`src/rtl/result_hps_sender_if.sv`:
```
// Handshake and data bundle between a result producer/HPS side and the
// result_hps_sender block. The sender uses the slave view.
interface result_hps_sender_if;
    logic         start;
    logic [1:0]   matrix_size;
    logic [199:0] matrix_result;
    logic         hps_ack;
    logic [7:0]   data_out;
    logic         data_valid;
    logic         busy;
    logic         done;

    modport master (
        output start, matrix_size, matrix_result, hps_ack,
        input  data_out, data_valid, busy, done
    );

    modport slave (
        input  start, matrix_size, matrix_result, hps_ack,
        output data_out, data_valid, busy, done
    );
endinterface

```
`src/rtl/result_hps_sender.sv`:
```
// Streams a captured matrix of signed 8-bit results to the HPS one element at
// a time, using a four-phase valid/ack handshake per element.
module result_hps_sender (
    input  logic                 clk,
    input  logic                 rst_n,
    result_hps_sender_if.slave   bus
);
    localparam logic [1:0] ST_IDLE         = 2'd0;
    localparam logic [1:0] ST_SEND         = 2'd1;
    localparam logic [1:0] ST_WAIT_ACK_LOW = 2'd2;
    localparam logic [1:0] ST_DONE         = 2'd3;

    logic [1:0]   state_q, state_d;
    logic [199:0] shift_q, shift_d;
    logic [4:0]   count_q, count_d;
    logic [7:0]   data_out_q, data_out_d;
    logic         data_valid_q, data_valid_d;
    logic         busy_q, busy_d;
    logic         done_q, done_d;

    // Next-state, capture, shift and count logic
    always_comb begin
        state_d = state_q;
        shift_d = shift_q;
        count_d = count_q;
        case (state_q)
            ST_IDLE: begin
                if (bus.start) begin
                    shift_d = bus.matrix_result;
                    case (bus.matrix_size)
                        2'b00:   count_d = 5'd4;
                        2'b01:   count_d = 5'd9;
                        2'b10:   count_d = 5'd16;
                        2'b11:   count_d = 5'd25;
                        default: count_d = 5'd25;
                    endcase
                    state_d = ST_SEND;
                end else begin
                    state_d = ST_IDLE;
                end
            end
            ST_SEND: begin
                if (bus.hps_ack) begin
                    state_d = ST_WAIT_ACK_LOW;
                end else begin
                    state_d = ST_SEND;
                end
            end
            ST_WAIT_ACK_LOW: begin
                if (bus.hps_ack) begin
                    state_d = ST_WAIT_ACK_LOW;
                end else if (count_q > 5'd1) begin
                    shift_d = {shift_q[191:0], 8'h00};
                    count_d = count_q - 5'd1;
                    state_d = ST_SEND;
                end else begin
                    state_d = ST_DONE;
                end
            end
            ST_DONE: begin
                state_d = ST_IDLE;
            end
            default: begin
                state_d = ST_IDLE;
            end
        endcase
    end

    // Outputs are decoded from the next state so they line up with the state flop
    always_comb begin
        data_valid_d = 1'b0;
        data_out_d   = 8'h00;
        busy_d       = 1'b0;
        done_d       = 1'b0;
        if (state_d == ST_SEND) begin
            data_valid_d = 1'b1;
            data_out_d   = shift_d[199:192];
        end else begin
            data_valid_d = 1'b0;
            data_out_d   = 8'h00;
        end
        if (state_d != ST_IDLE) begin
            busy_d = 1'b1;
        end else begin
            busy_d = 1'b0;
        end
        if (state_d == ST_DONE) begin
            done_d = 1'b1;
        end else begin
            done_d = 1'b0;
        end
    end

    // State, data and output registers
    always_ff @(posedge clk or negedge rst_n) begin
        if (!rst_n) begin
            state_q      <= ST_IDLE;
            shift_q      <= 200'd0;
            count_q      <= 5'd0;
            data_out_q   <= 8'h00;
            data_valid_q <= 1'b0;
            busy_q       <= 1'b0;
            done_q       <= 1'b0;
        end else begin
            state_q      <= state_d;
            shift_q      <= shift_d;
            count_q      <= count_d;
            data_out_q   <= data_out_d;
            data_valid_q <= data_valid_d;
            busy_q       <= busy_d;
            done_q       <= done_d;
        end
    end

    assign bus.data_out   = data_out_q;
    assign bus.data_valid = data_valid_q;
    assign bus.busy       = busy_q;
    assign bus.done       = done_q;
endmodule

```
`src/flat_wrapper.sv`:
```
// flat-port wrapper written by rule: the top's interface ports become plain ports
module result_hps_sender_flat 
  (clk, rst_n, bus_start, bus_matrix_size, bus_matrix_result, bus_hps_ack, bus_data_out, bus_data_valid, bus_busy, bus_done);
  result_hps_sender_if bus_i ();
  input  logic clk;
  input  logic rst_n;
  input wire logic [$bits(bus_i.start)-1:0] bus_start;
  input wire logic [$bits(bus_i.matrix_size)-1:0] bus_matrix_size;
  input wire logic [$bits(bus_i.matrix_result)-1:0] bus_matrix_result;
  input wire logic [$bits(bus_i.hps_ack)-1:0] bus_hps_ack;
  output wire logic [$bits(bus_i.data_out)-1:0] bus_data_out;
  output wire logic [$bits(bus_i.data_valid)-1:0] bus_data_valid;
  output wire logic [$bits(bus_i.busy)-1:0] bus_busy;
  output wire logic [$bits(bus_i.done)-1:0] bus_done;
  assign bus_i.start = bus_start;
  assign bus_i.matrix_size = bus_matrix_size;
  assign bus_i.matrix_result = bus_matrix_result;
  assign bus_i.hps_ack = bus_hps_ack;
  assign bus_data_out = bus_i.data_out;
  assign bus_data_valid = bus_i.data_valid;
  assign bus_busy = bus_i.busy;
  assign bus_done = bus_i.done;
  result_hps_sender u_core (.clk(clk), .rst_n(rst_n), .bus(bus_i));
endmodule
```
`config.mk`:
```
export PLATFORM = sky130hd
export DESIGN_NAME = result_hps_sender_flat
export DESIGN_NICKNAME = d
export VERILOG_FILES = /design/src/rtl/result_hps_sender_if.sv /design/src/rtl/result_hps_sender.sv /design/src/flat_wrapper.sv
export SDC_FILE = /design/constraint.sdc
export NUM_CORES = 1
export LEC_CHECK = 0
export ABC_AREA = 1
export BUFFER_PORTS_ARGS = -buffer_cell sky130_fd_sc_hd__buf_4
export CAP_MARGIN = 10
export CORE_MARGIN = 5
export CORE_UTILIZATION = 50
export DETAILED_ROUTE_END_ITERATION = 8
export PLACE_DENSITY = 0.74
export SLEW_MARGIN = 20
export SYNTH_ARGS = -nofsm -noshare
export SYNTH_HDL_FRONTEND = slang
export SYNTH_SLANG_ARGS = --single-unit
```
`constraint.sdc`:
```
create_clock -name clk -period 4.2 [get_ports clk]
set_input_delay 0 -clock clk [delete_from_list [all_inputs] [get_ports clk]]
set_output_delay 0 -clock clk [all_outputs]
set_load 0.02 [all_outputs]
```
==> flow_summary_export.csv <==
group,metric,value,unit
sta,period_minus_slack,3540,ps
finish,area_growth,43.6,%
synth,ys_ff_latch,218,
grt,grt_pass1_vias,10500,
place,place.gp.congestion,0.824,
clock_network,clk_pin_slew_worst_paths,60,ps
drt,routed_wl,32300,um
synth,synth_edf_count,0,
sta,worst_slew_pin_slew,1210,ps
drt,ant_nets,0,
synth,async_flop_share,100,%
worst_setup_path,regToRegStartpoint,"u_core.count_q[0]",
sta,slew_violations,0,
clock_network,numCtsBuffers,23,
finish,final_nets,1782,
drt,drt-initial-drc-count,1093,
grt,grt_usage,27.2,%
sta,finalSetupViolCount,0,
die,coreArea,0.0200,mm^2
sta,hold_viol,0,
worst_setup_path,reg2reg_depth,8,
grt,grt_first_pass_wirelength,53000,um
clock_network,cts_tree,"done",
synth,syn_nets,1433,
die,die_area,0.0232,mm^2
clock_network,cts_root_buffer,"clkbuf_16",
worst_setup_path,crit_start,"u_core.count_q[0]",
synth,yosys_warnings,0,
synth,synthCells,1225,
power_and_ir_drop,peakVddDrop,0.000329,V
grt,grt_overflow_total,0,
drt,drc,0,
worst_setup_path,endpoint_kind,"flop",
sta,finalCritPeriodShare,84.3,%
finish,layout_commonest_cell,"nand2_1",
die,start_util,50.4,%
clock_network,cts_num_sinks,218,
finish,drive_gt1_share,17.6,%
clock_network,worstSkewPairLatency,500,ps
grt,grt_antenna_before_repair,3,
power_and_ir_drop,finalPower,9.00,mW
die,die_w,152,um
worst_setup_path,path_class,"reg -> reg",
worst_hold_path,holdCritPathClass,"in -> reg",
run_status,outcome,"completed",
sta,fin_setup_tns,0,ps
die,fp.dieH,152,um
sta,skew,8.44,ps
drt,wl_per_cell,17.3,um
sta,rsz0062_at_grt,"no",
sta,slew_headroom,19.5,%
finish,final_cell_mix,"nand2_1 (438), buf_4 (227), dfrtp_1 (218)",
place,dpl.hpwl,17200,um
worst_setup_path,cp.required,4630,ps
job,max_cap_viol_count,0,
synth,yosysSeqAreaShare,54.0,%
power_and_ir_drop,p_leak,7.07,nW
sta,fmax,0.282,GHz
worst_hold_path,hold_start,"bus_start",
clock_network,cts_buffer_depth,3,
synth,syn_area_per_cell,8.25,um^2
worst_setup_path,crit_arrival,3970,ps
grt,grt_max_degree,151,
drt,avgViaCountPerCell,5.60,
power_and_ir_drop,cellPowerDensity,620,mW/mm^2
die,rows,52,
synth,ys.flop_type,"dfrtp_1",
die,pin_count,217,
synth,syn_area,0.0101,mm^2
worst_hold_path,holdPathStages,6,
drt,drt_first_pass_iters,5,
drt,route.vias.total,10400,
worst_setup_path,start_kind,"flop",
place,port-buffer-count,216,
worst_setup_path,worst-path-max-fanout,150,
clock_network,cts_max_level,1,
synth,synth.distinct_cells,21,
[worst max-delay path: stages, from the launching register on]
cell	delay [ps]
dfrtp_1	400
o21ai_0	510
nand2_8	370
nand2_4	250
a21oi_2	170
inv_6	640
buf_4	550
nand2_1	140
nand3_1	110
[Yosys cell counts (2+ instances only)]
| cell | number | area [um^2] |
|---|---|---|
| a21oi_1 | 4 | 20.0 |
| buf_2 | 15 | 75.1 |
| buf_4 | 16 | 120 |
| clkbuf_1 | 74 | 278 |
| clkinv_1 | 2 | 7.51 |
| dfrtp_1 | 218 | 5460 |
| ha_1 | 2 | 25.0 |
| inv_1 | 33 | 124 |
| inv_2 | 4 | 15.0 |
| nand2_1 | 438 | 1640 |
| nand2_2 | 2 | 12.5 |
| nand3_1 | 210 | 1050 |
| nand4_1 | 185 | 1160 |
| nor2_1 | 4 | 15.0 |
| o21ai_0 | 12 | 60.1 |
[worst paths after layout]
| path | endpoint | slack [ps] |
|---|---|---|
| worst min register to register | u_core.shift_q[0] | 470 |
| worst min-delay path | u_core.shift_q[195] | 60 |
| worst max register to register | u_core.shift_q[95] | 660 |
| worst max-delay path | u_core.shift_q[95] | 660 |
| min in group asynchronous | u_core.shift_q[126] | 180 |
| max in group asynchronous | u_core.shift_q[22] | 2880 |
[flip-flops by register name, indices dropped and copies added, names as in the netlist]
register	cells
u_core.count_q	5
u_core.bus.busy	1
u_core.bus.data_out	8
u_core.bus.data_valid	1
u_core.shift_q	200
u_core.state_q	2
u_core.bus.done	1
[repair_timing]
item	CTS	global route
gates resized for setup	0	0
hold buffers	203	0
setup buffers	0	0
endpoints found under the hold margin	331	0
[cell families after synthesis]
kind of cell	Yosys count	share of synthesized area [%]
simple gates	842	38.6
flops	218	54.0
buf+inv	146	6.28
fa+ha+maj	2	0.248
compound gates	17	0.879
[layer usage]
layer | up-vias | track usage, % | wire [um]
met5 | - | 0 | 0
met1 | 4965 | 36.2 | 13000
met4 | 0 | 11.6 | 1520
li1 | 4872 | - | -
met3 | 118 | 4.40 | 2090
met2 | 479 | 44.5 | 15700
[per-stage QoR]
| step | instance area (um^2) | utilization (%) | hold WS, ps | instances | setup WS, ps |
|---|---|---|---|---|---|
| 2_1_floorplan | 10100 | - | -296 | 1225 | 2590 |
| 3_3_place_gp | 11700 | 58.4 | 160 | 1616 | 937 |
| 3_5_place_dp | 11700 | 58.4 | 164 | 1616 | 834 |
| 4_1_cts | 14500 | 72.4 | 44.4 | 1860 | 807 |
| 5_1_grt | 14500 | 72.5 | 55.3 | 1863 | 536 |
| 6_report | 14500 | 72.5 | 62.3 | 1863 | 658 |
[layout make-up]
cell class / instances / area (um^2)
Sequential cell: 218 / 5460
Clock inverter: 7 / 60.1
Multi-Input combinational cell: 861 / 4040
Clock buffer: 34 / 707
Antenna cell: 3 / 7.51
Inverter: 39 / 161
Timing Repair Buffer: 431 / 3750
Tap cell: 270 / 338
Fill cell: 1451 / 5520
[report_power, final]
part	internal (mW)	switching [mW]	leakage (nW)	total, mW
clock	1.22	0.824	0.388	2.05
combinational	1.10	2.20	3.94	3.30
sequential	3.08	0.576	2.74	3.65
No activity file was read; power rests on OpenSTA's default activity.
